`config.mk`:
```
export PLATFORM = sky130hd
export DESIGN_NAME = avalon_write_buffer_flat
export DESIGN_NICKNAME = d
export VERILOG_FILES = /design/src/rtl/avalon_pkg.sv /design/src/rtl/avalon_write_buffer_if.sv /design/src/rtl/buffer_regfile.sv /design/src/rtl/avalon_write_buffer.sv /design/src/flat_wrapper.sv
export SDC_FILE = /design/constraint.sdc
export NUM_CORES = 1
export LEC_CHECK = 0
export CAP_MARGIN = 20
export CORE_MARGIN = 5
export CORE_UTILIZATION = 45
export CTS_BUF_LIST = sky130_fd_sc_hd__clkbuf_2 sky130_fd_sc_hd__clkbuf_4 sky130_fd_sc_hd__clkbuf_8
export CTS_CLUSTER_SIZE = 14
export DETAILED_ROUTE_END_ITERATION = 16
export PLACE_DENSITY = 0.66
export SYNTH_ARGS = -nofsm -noshare
export SYNTH_HDL_FRONTEND = slang
export SYNTH_SLANG_ARGS = --single-unit
export TNS_END_PERCENT = 30
```
`constraint.sdc`:
```
create_clock -name clk -period 6.15 [get_ports clk]
set_input_delay 1.23 -clock clk [delete_from_list [all_inputs] [get_ports clk]]
set_output_delay 1.23 -clock clk [all_outputs]
set_load 0.005 [all_outputs]
```
`src/rtl/avalon_pkg.sv`:
```
// avalon_pkg: shared defaults and flush FSM state type for the Avalon write buffer
package avalon_pkg;
    localparam int DEF_AW    = 13;
    localparam int DEF_DW    = 32;
    localparam int DEF_DEPTH = 8;
    typedef enum logic [1:0] {IDLE, FLUSH, DONE} state_t;
endpackage

```
`src/rtl/avalon_write_buffer_if.sv`:
```
// avalon_write_buffer_if: push side and head-of-queue handshake bundle
interface avalon_write_buffer_if #(
    parameter int AW = 13,
    parameter int DW = 32
) ();
    logic          w_ena;
    logic [AW-1:0] address;
    logic [DW-1:0] writedata;
    logic          out_ready;
    logic          out_valid;
    logic [AW-1:0] out_address;
    logic [DW-1:0] out_data;
    modport master (output w_ena, address, writedata, out_ready,
                    input  out_valid, out_address, out_data);
    modport slave  (input  w_ena, address, writedata, out_ready,
                    output out_valid, out_address, out_data);
endinterface

```
`src/rtl/buffer_regfile.sv`:
```
// buffer_regfile: DEPTH-entry storage, one synchronous write port, one asynchronous read port
module buffer_regfile #(
    parameter int DEPTH = 8,
    parameter int W     = 45
) (
    input  logic                     clk,
    input  logic                     we,
    input  logic [$clog2(DEPTH)-1:0] waddr,
    input  logic [W-1:0]             wdata,
    input  logic [$clog2(DEPTH)-1:0] raddr,
    output logic [W-1:0]             rdata
);
    logic [W-1:0] mem [DEPTH];
    // contents are never reset; validity is tracked by the pointers and count
    always_ff @(posedge clk)
        if (we) mem[waddr] <= wdata;
    assign rdata = mem[raddr];
endmodule

```
`src/rtl/avalon_write_buffer.sv`:
```
// avalon_write_buffer: circular write buffer with overflow flag and flush-done handshake
module avalon_write_buffer
    import avalon_pkg::*;
#(
    parameter int DEPTH = DEF_DEPTH,
    parameter int AW    = DEF_AW,
    parameter int DW    = DEF_DW
) (
    input  logic                       clk,
    input  logic                       n_rst,
    avalon_write_buffer_if.slave       bus,
    input  logic                       flush,
    input  logic                       clear,
    output logic                       full,
    output logic                       empty,
    output logic [$clog2(DEPTH):0]     count,
    output logic                       overflow,
    output logic                       done_calc
);
    localparam int PW = $clog2(DEPTH);
    localparam int CW = PW + 1;
    logic [PW-1:0] wr_ptr, rd_ptr;
    logic          push, pop;
    state_t        state, state_n;
    assign full          = count == CW'(DEPTH);
    assign empty         = count == '0;
    assign bus.out_valid = !empty;
    assign pop           = bus.out_valid && bus.out_ready;
    assign push          = bus.w_ena && (!full || pop);
    buffer_regfile #(.DEPTH(DEPTH), .W(AW + DW)) u_regfile (
        .clk   (clk),
        .we    (push && !clear),
        .waddr (wr_ptr),
        .wdata ({bus.address, bus.writedata}),
        .raddr (rd_ptr),
        .rdata ({bus.out_address, bus.out_data})
    );
    // pointers, occupancy and sticky overflow; clear outranks push and pop
    always_ff @(posedge clk or negedge n_rst)
        if (!n_rst) begin
            wr_ptr   <= '0;
            rd_ptr   <= '0;
            count    <= '0;
            overflow <= 1'b0;
        end else if (clear) begin
            wr_ptr   <= '0;
            rd_ptr   <= '0;
            count    <= '0;
            overflow <= 1'b0;
        end else begin
            if (push) wr_ptr <= wr_ptr + PW'(1);
            if (pop) rd_ptr <= rd_ptr + PW'(1);
            count <= count + CW'(push) - CW'(pop);
            if (bus.w_ena && !push) overflow <= 1'b1;
        end
    // flush FSM state register
    always_ff @(posedge clk or negedge n_rst)
        if (!n_rst) state <= IDLE;
        else state <= clear ? IDLE : state_n;
    // DONE only once the buffer is empty with nothing arriving in the same cycle
    always_comb begin
        state_n   = state;
        done_calc = 1'b0;
        state_n   = state == IDLE  ? (flush ? FLUSH : IDLE) :
                    state == FLUSH ? ((empty && !push) ? DONE : FLUSH) : IDLE;
        done_calc = state == DONE;
    end
endmodule

```
`src/flat_wrapper.sv`:
```
// flat-port wrapper written by rule: the top's interface ports become plain ports
module avalon_write_buffer_flat import avalon_pkg::*;
#(
    parameter int DEPTH = DEF_DEPTH,
    parameter int AW    = DEF_AW,
    parameter int DW    = DEF_DW
)
  (clk, n_rst, flush, clear, full, empty, count, overflow, done_calc, bus_w_ena, bus_address, bus_writedata, bus_out_ready, bus_out_valid, bus_out_address, bus_out_data);
  avalon_write_buffer_if #(.AW(AW), .DW(DW)) bus_i ();
  input  logic clk;
  input  logic n_rst;
  input  logic flush;
  input  logic clear;
  output logic full;
  output logic empty;
  output logic [$clog2(DEPTH):0] count;
  output logic overflow;
  output logic done_calc;
  input wire logic [$bits(bus_i.w_ena)-1:0] bus_w_ena;
  input wire logic [$bits(bus_i.address)-1:0] bus_address;
  input wire logic [$bits(bus_i.writedata)-1:0] bus_writedata;
  input wire logic [$bits(bus_i.out_ready)-1:0] bus_out_ready;
  output wire logic [$bits(bus_i.out_valid)-1:0] bus_out_valid;
  output wire logic [$bits(bus_i.out_address)-1:0] bus_out_address;
  output wire logic [$bits(bus_i.out_data)-1:0] bus_out_data;
  assign bus_i.w_ena = bus_w_ena;
  assign bus_i.address = bus_address;
  assign bus_i.writedata = bus_writedata;
  assign bus_i.out_ready = bus_out_ready;
  assign bus_out_valid = bus_i.out_valid;
  assign bus_out_address = bus_i.out_address;
  assign bus_out_data = bus_i.out_data;
  avalon_write_buffer #(.DEPTH(DEPTH), .AW(AW), .DW(DW)) u_core (.clk(clk), .n_rst(n_rst), .bus(bus_i), .flush(flush), .clear(clear), .full(full), .empty(empty), .count(count), .overflow(overflow), .done_calc(done_calc));
endmodule
```
==> key figures, run 1 <==
Outcome
  – Status: finished, final reports clean

GRT
  – Pin count of the biggest net entering global routing: 59
  – Initial antenna violation count: 3
  – Vias in the first global route: 7338
  – Total GRT Usage: 15.8%
  – First-pass GRT wire length: 43600 um
  – Global route overflow: 0

Setup path
  – Worst r2r path cells: 6
  – Slowest Stage Delay on Critical Path: 1.00 ns
  – RR Endpoint: u_core.u_regfile.mem[6][18]
  – R2R Path Start: u_core.count[2]
  – Worst-path maximum fanout: 55
  – Reg2Reg Setup Slack: 2.99 ns
  – Critical path class: reg2out
  – Crit. Startpoint: u_core.rd_ptr[1]
  – Type of origin of the critical path: flop
  – Cell chain of the critical path: buf_4 > mux4_1 > mux2_2 > clkdlybuf4s50_1
  – CP endpoint kind: primary output
  – Crit-path slowest cell: dfrtp_4
  – Worst path arrival time: 3.50 ns
  – CP required: 4.92 ns

STA
  – Final worst-path cycle share: 76.9%
  – Least-Margin Pin Slew: 1.07 ns
  – Final TNS setup: 0 ns
  – Crit path time final: 4.73 ns
  – Final Slew Violations: 0
  – Endpoints failing setup: 0
  – Hold WS: 0.488 ns
  – Fmax: 0.211 GHz
  – Clock skew: 0.0145 ns
  – RSZ-0062 raised after global routing: false
  – Worst slew margin: 28.7%
  – Final Hold Vio Count: 0

Logic synthesis
  – YS warnings: 0
  – Syn nets: 686
  – Synth Cell Area: 14700 um^2
  – Post-synthesis async set-or-reset flop share: 3.49%
  – Mean Syn Cell Area: 23.6 um^2
  – Seq/Total Area, Yosys: 75.5%
  – Syn Inst Count: 626
  – EDFF count, synth: 360
  – Synth unique cells: 39
  – Synth Flop Type: edfxtp_1
  – Number of synthesized register bits: 373

Min path
  – Hold worst-path end: u_core.state[0]
  – Hold Path Stages: 1
  – Hold Path Origin: u_core.state[0]
  – Worst min path class: reg2reg

Placement
  – Port buffer count: 104
  – Placed cell areas: 16300 um^2
  – Post-DP HPWL: 16600 um
  – Placer Congestion: 0.723
  – Dpl cells: 1158

Power and ir drop
  – Power Density: 348 nW/um^2
  – Leak pwr: 5.66 nW
  – Worst vdd ir: 0.217 mV

Die
  – Die Y: 191 um
  – Die footprint: 36500 um^2
  – Core area: 32500 um^2
  – Io pins: 105
  – Chip width: 191 um
  – Num rows: 66
  – Initial core utilization: 45.4%

Route
  – DRT Pass-1 Iters: 4
  – Antenna violation net count after detailed routing: 0
  – Residual DRC: 0
  – Via count: 6796
  – Final wirelength: 28900 um
  – Drt wl/cell: 22.9 um
  – Via/cell ratio: 5.38
  – Initial drt markers: 443

Layout
  – Final Net Count: 834
  – Design Area, Final: 17500 um^2
  – Fin util: 53.8%
  – Share of layout cells above drive strength 1: 20.6%
  – Synthesis-to-finish area growth: 18.4%
  – Non-Filler Instances: 1263

Clocking
  – Clk pin slew, worst setup/hold paths: 0.06 ns
  – CTS Buffer Depth: 3
  – TritonCTS clock tree: yes
  – CTS H-tree lvls: 2
  – Clock latency on the worst-skew pair: 0.57 ns
  – Post-CTS Setup Bufs: 0
  – # hold bufs at CTS: 0
  – TritonCTS Buffers: 56
  – Resized cells post-CTS: 0
  – CTS sink count: 373
  – Clock Root Buffer: clkbuf_8

Run
  – Number of max-cap violations: 0
==> cells in the final DEF (no fill, tap or decap), types with 2 or more instances in the layout <==
| master | Yosys | layout |
|---|---|---|
| nor2_4 | 0 | 3 |
| bufinv_16 | 0 | 2 |
| clkinv_1 | 0 | 13 |
| mux2_2 | 46 | 46 |
| or3b_1 | 2 | 2 |
| nand2_1 | 4 | 4 |
| inv_1 | 11 | 11 |
| nand4b_1 | 2 | 2 |
| clkbuf_4 | 0 | 20 |
| mux4_2 | 3 | 3 |
| a21oi_1 | 4 | 4 |
| dfrtp_4 | 0 | 2 |
| nor2_1 | 11 | 8 |
| clkinvlp_4 | 0 | 3 |
| o21ai_0 | 3 | 3 |
| and3_1 | 2 | 2 |
| ha_1 | 8 | 8 |
| clkdlybuf4s50_1 | 0 | 104 |
| edfxtp_1 | 360 | 360 |
| nand3_1 | 7 | 7 |
| dfrtp_1 | 13 | 10 |
| buf_4 | 0 | 17 |
| nand2b_1 | 5 | 5 |
| clkbuf_8 | 0 | 57 |
| mux4_1 | 87 | 87 |
| nor3_2 | 0 | 3 |
| clkinv_2 | 0 | 9 |
| nor2b_1 | 7 | 7 |
==> worst max path at each step <==
| stage | endpoint | slack (ns) |
|---|---|---|
| 2_1_floorplan | u_core.u_regfile.mem[2][0] | -0.39 |
| 6_report | bus_out_data[26] | 1.42 |
| 3_3_place_gp | u_core.u_regfile.mem[6][41] | 1.81 |
| 5_1_grt | bus_out_data[26] | 1.27 |
| 3_5_place_dp | u_core.u_regfile.mem[6][41] | 1.78 |
| 4_1_cts | bus_out_address[7] | 1.30 |
==> metal layers <==
layer | GRT usage, % | part of all wire (%) | vias up
met5 | 0 | 0.069 | -
met4 | 4.31 | 1.8 | 4
met3 | 3.76 | 4.8 | 46
met2 | 26.6 | 50 | 175
met1 | 20.9 | 44 | 3551
li1 | - | - | 3020
==> worst max-delay path, delay by kind of cell (launching register included) <==
family,cells,cell delay [ns]
buffers and inverters,2,0.96
flip-flops,1,1.00
multiplexers,2,0.90
==> sequential cells by signal, summed over array words and instances (netlist names) <==
| name | cells |
|---|---|
| u_core.overflow | 1 |
| u_core.count | 4 |
| u_core.state | 2 |
| u_core.wr_ptr | 3 |
| u_core.rd_ptr | 3 |
| u_core.u_regfile.mem | 360 |
==> kinds of logic (layout without fill, tap and decap cells) <==
kind of cell             after synthesis  in the layout  share of synthesized area, %
buffers and inverters                 42            236                          1.60
adder cells (fa/ha/maj)                9              9                         0.814
multiplexers                         137            137                          19.5
flip-flops                           373            373                          75.5
AND/OR/NAND/NOR                       51             51                          1.96
XOR/XNOR                               1              1                        0.0594
other                                  0              1                             0
AO/OA/AOI/OAI                         13             13                         0.526
==> through the flow <==
stage	setup slack (ns)	total power [W]
floorplan	-0.392	0.00365
global placement	1.81	0.00415
detailed placement	1.78	0.00419
CTS	1.30	0.00616
global route	1.27	0.00635
finish	1.42	0.00607
==> final cells by class <==
| type | instances | area (um^2) |
|---|---|---|
| diodes | 1 | 2.50 |
| multi-input cells | 211 | 3440 |
| well taps | 442 | 553 |
| clock buffers | 77 | 935 |
| inverters | 11 | 41.3 |
| flip-flops and latches | 373 | 11100 |
| clock inverters | 27 | 176 |
| fillers | 2434 | 15000 |
| repair buffers | 121 | 1170 |
==> where the power goes <==
| part | switching (W) | leakage, nW | internal, W |
|---|---|---|---|
| registers | 0.000103 | 3.42 | 0.00292 |
| logic | 0.000454 | 1.65 | 0.000637 |
| clock network | 0.000890 | 0.586 | 0.00107 |
==> cell usage after synthesis (all sizes together), types with 5 or more instances <==
master | number | area [um^2]
edfxtp | 360 | 10800
mux4 | 90 | 2350
mux2 | 46 | 518
buf | 20 | 154
dfrtp | 13 | 325
clkbuf | 11 | 41.3
inv | 11 | 41.3
nor2 | 11 | 41.3
ha | 8 | 100
nand3 | 7 | 35.0
nor2b | 7 | 43.8
nand2b | 5 | 31.3
(Power assumes the default switching activity.)
==> run 2, diff against run 1 <==
==> constraint.sdc (replaced) <==
create_clock -name clk -period 4.14 [get_ports clk]
set_input_delay 0.828 -clock clk [delete_from_list [all_inputs] [get_ports clk]]
set_output_delay 0.828 -clock clk [all_outputs]
set_load 0.005 [all_outputs]
==> key figures, run 2 (synthesized netlist as in run 1, its figures left out) <==
Power and ir drop
  – Worst vdd ir: 0.333 mV (was 0.217 mV)
  – Switch Pwr: 0.00218 W (was 0.00145 W)
  – Clock network fraction of total power: 32.4% (was 32.3%)
  – Logic pwr share: 18.4% (was 18.0%)
  – Int Power: 0.00692 W (was 0.00463 W)
  – Switching share of total power: 24.0% (was 23.8%)
  – Reg power frac: 49.1% (was 49.8%)
  – Total power: 0.00910 W (was 0.00607 W)
  – Leak pwr: 5.71 nW (was 5.66 nW)
  – Power Density: 517 nW/um^2 (was 348 nW/um^2)

Route
  – Initial drt markers: 392 (was 443)
  – Residual DRC: 0 (unchanged)
  – Antenna violation net count after detailed routing: 0 (unchanged)
  – DRT Pass-1 Iters: 4 (unchanged)
  – Via count: 6786 (was 6796)
  – Final wirelength: 28900 um (about the same)
  – Via/cell ratio: 5.37 (was 5.38)
  – Drt wl/cell: 22.8 um (was 22.9 um)

Placement
  – Dpl cells: 1157 (was 1158)
  – Placer Congestion: 0.693 (was 0.723)
  – Post-DP HPWL: 15700 um (was 16600 um)
  – Placed cell areas: 16500 um^2 (was 16300 um^2)
  – Port buffer count: 104 (unchanged)

STA
  – Endpoints failing setup: 0 (unchanged)
  – Hold WS: 0.499 ns (was 0.488 ns)
  – Crit path time final: 3.74 ns
  – Final worst-path cycle share: 90.4%
  – Least-Margin Pin Slew: 0.848 ns (was 1.07 ns)
  – Fmax: 0.267 GHz
  – RSZ-0062 raised after global routing: false (unchanged)
  – Clock skew: 0.0130 ns (was 0.0145 ns)
  – Worst slew margin: 43.2% (was 28.7%)
  – Final Slew Violations: 0 (unchanged)
  – Final Hold Vio Count: 0 (unchanged)

Layout
  – Commonest non-fill, non-tap cell in the layout: edfxtp_1 (unchanged)
  – Max reg flops: 360 (unchanged)
  – Commonest cells after routing, fill and taps aside: edfxtp_1, clkdlybuf4s50_1, mux4_1 (unchanged)
  – Synthesis-to-finish area growth: 19.4% (was 18.4%)
  – Biggest regs: u_core.u_regfile.mem x360, u_core.count x4 (unchanged)
  – N_diodes: 0 (was 1)
  – Non-Filler Instances: 1264 (was 1263)
  – Share of layout cells above drive strength 1: 20.6% (about the same)
  – Biggest register: u_core.u_regfile.mem (unchanged)
  – Design Area, Final: 17600 um^2 (was 17500 um^2)
  – Final Net Count: 835 (was 834)

Die
  – Num rows: 66 (unchanged)
  – Chip width: 191 um (unchanged)
  – Core area: 32500 um^2 (unchanged)
  – Die footprint: 36500 um^2 (unchanged)
  – Initial core utilization: 45.4% (unchanged)
  – Die Y: 191 um (unchanged)
  – Io pins: 105 (unchanged)

Min path
  – Hold Path Origin: u_core.state[0] (unchanged)
  – Worst min path class: reg2reg (unchanged)

Setup path
  – Crit. Startpoint: u_core.rd_ptr[1] (unchanged)
  – R2R Path Start: u_core.count[2] (unchanged)
  – CP endpoint kind: primary output (unchanged)
  – CP bufs+invs: 2 (unchanged)
  – Worst path arrival time: 2.92 ns (was 3.50 ns)
  – Type of origin of the critical path: flop (unchanged)
  – CP required: 3.31 ns (was 4.92 ns)
  – Worst-path maximum fanout: 23 (was 55)
  – Crit-path slowest cell: dfrtp_4 (unchanged)
  – Critical path class: reg2out (unchanged)
  – Slowest Stage Delay on Critical Path: 0.70 ns (was 1.00 ns)
  – CP delay by family, top: multiplexers (was flip-flops)
  – Cell chain of the critical path: buf_12 > mux4_1 > mux2_2 > clkdlybuf4s50_1 (was buf_4 > mux4_1 > mux2_2 > clkdlybuf4s50_1)

Clocking
  – # hold bufs at CTS: 0 (unchanged)
  – CTS Buffer Depth: 3 (unchanged)
  – TritonCTS clock tree: yes (unchanged)
  – CTS sink count: 373 (unchanged)
  – Post-CTS Setup Bufs: 0 (unchanged)
  – Clock latency on the worst-skew pair: 0.59 ns (was 0.57 ns)
  – Clock Root Buffer: clkbuf_8 (unchanged)
  – CTS H-tree lvls: 2 (unchanged)
  – TritonCTS Buffers: 58 (was 56)
  – Clk pin slew, worst setup/hold paths: 0.06 ns (about the same)
  – Resized cells post-CTS: 0 (unchanged)

GRT
  – Global route overflow: 0 (unchanged)
  – First-pass GRT wire length: 43600 um (about the same)
  – Pin count of the biggest net entering global routing: 52 (was 59)
  – Total GRT Usage: 15.9% (was 15.8%)
  – Initial antenna violation count: 3 (unchanged)
  – Vias in the first global route: 7314 (was 7338)

Outcome
  – Status: finished, final reports clean (unchanged)

Run
  – Number of max-cap violations: 0 (unchanged)
run 2: worst reg2reg max path, delay by kind of cell, from the launching register on:
kind            cells  cell delay, ns
compound gates      1            0.57
simple gates        2            0.51
xor+xnor            1            0.16
flops               1            0.37
buf+inv             2            0.24
fa+ha+maj           3            0.86
run 2: worst paths after layout:
path                                     to  slack (ns)  cells past startpoint
hold / removal              u_core.state[0]        0.50                      1
hold reg to reg             u_core.state[0]        0.50                      1
min in group asynchronous   u_core.count[2]        0.66                      1
max in group asynchronous  u_core.rd_ptr[1]        2.96                      1
setup reg to reg            u_core.count[2]        1.33                      9
setup / recovery           bus_out_data[30]        0.40                      4
run 2: per-layer routing:
metal	vias to the layer above	track usage (%)	part of all wire, %
li1	3030	-	-
met1	3517	20.5	42
met2	169	27.1	50
met3	64	3.96	5.3
met4	6	4.48	2.2
met5	-	0	0.13
run 2: power groups by stage:
stage	clock network [W]	logic [W]	registers (W)
after detailed placement	0	0.00171	0.00455
final	0.00295	0.00168	0.00447
after CTS	0.00303	0.00172	0.00448
after global placement	0	0.00168	0.00454
after global routing	0.00322	0.00182	0.00449
after floorplan	0	0.000954	0.00447
run 2: metrics by stage:
step	util (%)	setup slack, ns	TNS (ns)
6_report	54.3	0.396	0
5_1_grt	54.3	0.238	0
4_1_cts	54.3	0.320	0
3_5_place_dp	50.8	0.955	0
3_3_place_gp	50.8	0.976	0
2_1_floorplan	-	-0.800	-114.83
run 2: area by class of cell:
class | count | area [um^2]
tap | 442 | 553
clock inverter | 32 | 200
multi-input combinational | 211 | 3440
sequential | 373 | 11100
fill | 2474 | 14800
timing repair buffer | 120 | 1300
inverter | 11 | 41.3
clock buffer | 75 | 932
==> run 3, diff against run 2 <==
--- a/config.mk
+++ b/config.mk
@@ -9,9 +9,12 @@
 export CORE_MARGIN = 5
 export CORE_UTILIZATION = 45
 export CTS_BUF_LIST = sky130_fd_sc_hd__clkbuf_2 sky130_fd_sc_hd__clkbuf_4 sky130_fd_sc_hd__clkbuf_8
+export CTS_CLUSTER_DIAMETER = 40
 export CTS_CLUSTER_SIZE = 14
 export DETAILED_ROUTE_END_ITERATION = 16
+export HOLD_SLACK_MARGIN = 0.02
 export PLACE_DENSITY = 0.66
+export SLEW_MARGIN = 30
 export SYNTH_ARGS = -nofsm -noshare
 export SYNTH_HDL_FRONTEND = slang
 export SYNTH_SLANG_ARGS = --single-unit
==> key figures, run 3 (synthesized netlist as in run 1, its figures left out) <==
Outcome
  – Status: finished, final reports clean (unchanged)

Route
  – Final wirelength: 28700 um (was 28900 um)
  – Initial drt markers: 400 (was 392)
  – DRT Pass-1 Iters: 4 (unchanged)
  – Via count: 6696 (was 6786)
  – Drt wl/cell: 23.2 um (was 22.8 um)
  – Antenna violation net count after detailed routing: 0 (unchanged)
  – Residual DRC: 0 (unchanged)
  – Via/cell ratio: 5.43 (was 5.37)

Setup path
  – Type of origin of the critical path: flop (unchanged)
  – Reg2Reg Setup Slack: 1.32 ns (was 1.33 ns)
  – R2R Path Start: u_core.count[2] (unchanged)
  – Cell chain of the critical path: buf_12 > mux4_1 > mux2_2 > clkdlybuf4s50_1 (unchanged)
  – RR Endpoint: u_core.count[2] (unchanged)
  – CP required: 3.31 ns (about the same)
  – CP endpoint kind: primary output (unchanged)
  – Worst-path maximum fanout: 23 (unchanged)
  – Worst path arrival time: 2.95 ns (was 2.92 ns)
  – Worst r2r path cells: 9 (unchanged)
  – Crit-path slowest cell: dfrtp_4 (unchanged)
  – Slowest Stage Delay on Critical Path: 0.72 ns (was 0.70 ns)
  – Critical path class: reg2out (unchanged)

Die
  – Core area: 32500 um^2 (unchanged)
  – Num rows: 66 (unchanged)
  – Io pins: 105 (unchanged)
  – Chip width: 191 um (unchanged)
  – Die Y: 191 um (unchanged)
  – Initial core utilization: 45.4% (unchanged)
  – Die footprint: 36500 um^2 (unchanged)

Placement
  – Placer Congestion: 0.693 (unchanged)
  – Port buffer count: 104 (unchanged)
  – Placed cell areas: 16500 um^2 (unchanged)
  – Pre-CTS setup slack: 0.955 ns (unchanged)
  – Post-DP HPWL: 15700 um (unchanged)

Min path
  – Hold worst-path end: u_core.state[0] (unchanged)
  – Hold Path Origin: u_core.state[0] (unchanged)
  – Worst min path class: reg2reg (unchanged)
  – Hold Path Stages: 1 (unchanged)

Clocking
  – Clock latency on the worst-skew pair: 0.57 ns (was 0.59 ns)
  – CTS sink count: 373 (unchanged)
  – TritonCTS clock tree: yes (unchanged)
  – CTS H-tree lvls: 2 (unchanged)
  – CTS Buffer Depth: 3 (unchanged)
  – Post-CTS Setup Bufs: 0 (unchanged)
  – Resized cells post-CTS: 0 (unchanged)
  – Clock Root Buffer: clkbuf_8 (unchanged)
  – Clk pin slew, worst setup/hold paths: 0.09 ns (was 0.06 ns)
  – TritonCTS Buffers: 43 (was 58)
  – # hold bufs at CTS: 0 (unchanged)

Power and ir drop
  – Power Density: 514 nW/um^2 (was 517 nW/um^2)
  – Total power: 0.00900 W (was 0.00910 W)
  – Leak pwr: 5.60 nW (was 5.71 nW)
  – Worst vdd ir: 0.361 mV (was 0.333 mV)

Layout
  – Final Net Count: 820 (was 835)
  – Fin util: 53.9% (was 54.3%)
  – Biggest register: u_core.u_regfile.mem (unchanged)
  – Design Area, Final: 17500 um^2 (was 17600 um^2)
  – Commonest cells after routing, fill and taps aside: edfxtp_1, clkdlybuf4s50_1, mux4_1 (unchanged)
  – Share of layout cells above drive strength 1: 19.3% (was 20.6%)
  – Fillers: 2470 (was 2474)
  – N_diodes: 0 (unchanged)
  – Max reg flops: 360 (unchanged)
  – Biggest regs: u_core.u_regfile.mem x360, u_core.count x4 (unchanged)
  – Synthesis-to-finish area growth: 18.6% (was 19.4%)
  – Commonest non-fill, non-tap cell in the layout: edfxtp_1 (unchanged)

STA
  – Worst Setup Slack, final: 0.365 ns (was 0.396 ns)
  – Final Slew Violations: 0 (unchanged)
  – Final Hold Vio Count: 0 (unchanged)
  – Endpoints failing setup: 0 (unchanged)
  – Hold WS: 0.499 ns (about the same)
  – RSZ-0062 raised after global routing: false (unchanged)
  – Fmax: 0.265 GHz (was 0.267 GHz)
  – Worst slew margin: 43.1% (was 43.2%)
  – Final worst-path cycle share: 91.2% (was 90.4%)
  – Least-Margin Pin Slew: 0.849 ns (was 0.848 ns)
  – Crit path time final: 3.77 ns (was 3.74 ns)
  – Clock skew: 0.0172 ns (was 0.0130 ns)

GRT
  – Pin count of the biggest net entering global routing: 52 (unchanged)
  – Total GRT Usage: 15.8% (was 15.9%)
  – Initial antenna violation count: 3 (unchanged)
  – Vias in the first global route: 7073 (was 7314)
  – Global route overflow: 0 (unchanged)
  – First-pass GRT wire length: 43200 um (was 43600 um)

Run
  – Number of max-cap violations: 0 (unchanged)
## run 3: worst max-delay path: cells and delay by family (launching register included)
family / cells / cell delay [ns]
buffers and inverters: 2 / 0.79
flip-flops: 1 / 0.72
multiplexers: 2 / 0.84
## run 3: final cells by class
| cell class | instances | area (um^2) | area share [%] |
|---|---|---|---|
| Multi-Input combinational cell | 211 | 3440 | 19.7 |
| Clock buffer | 50 | 651 | 3.72 |
| Timing Repair Buffer | 120 | 1300 | 7.43 |
| Clock inverter | 27 | 357 | 2.04 |
| Tap cell | 442 | 553 | 3.16 |
| Sequential cell | 373 | 11100 | 63.7 |
| Inverter | 11 | 41.3 | 0.236 |
## run 3: per-layer routing
metal / part of all wire [%] / track usage, % / wire, um
met4: 2.0 / 3.95 / 581
met1: 42 / 20.7 / 12100
met5: 0.13 / 0 / 37
met2: 50 / 26.7 / 14300
met3: 5.8 / 3.98 / 1680
## run 3: how the worst max path moves through the flow
stage | end | from | slack (ns) | cells past startpoint
2_1_floorplan | u_core.u_regfile.mem[1][0] | bus_w_ena | -0.80 | 3
3_3_place_gp | u_core.u_regfile.mem[7][24] | bus_out_ready | 0.98 | 5
3_5_place_dp | u_core.u_regfile.mem[7][24] | bus_out_ready | 0.95 | 5
4_1_cts | bus_out_data[30] | u_core.rd_ptr[1] | 0.34 | 4
5_1_grt | bus_out_data[30] | u_core.rd_ptr[1] | 0.26 | 4
6_report | bus_out_data[30] | u_core.rd_ptr[1] | 0.37 | 4
## run 3: power by group
part | switching [W] | internal (W)
logic | 0.000698 | 0.000981
registers | 0.000135 | 0.00433
clock network | 0.00137 | 0.00148
## run 3: metrics by stage
| stage | TNS, ns | instances |
|---|---|---|
| after CTS | 0 | 1234 |
| after global routing | 0 | 1234 |
| after detailed placement | 0 | 1157 |
| after global placement | 0 | 1157 |
| final | 0 | 1234 |
| after floorplan | -114.83 | 626 |
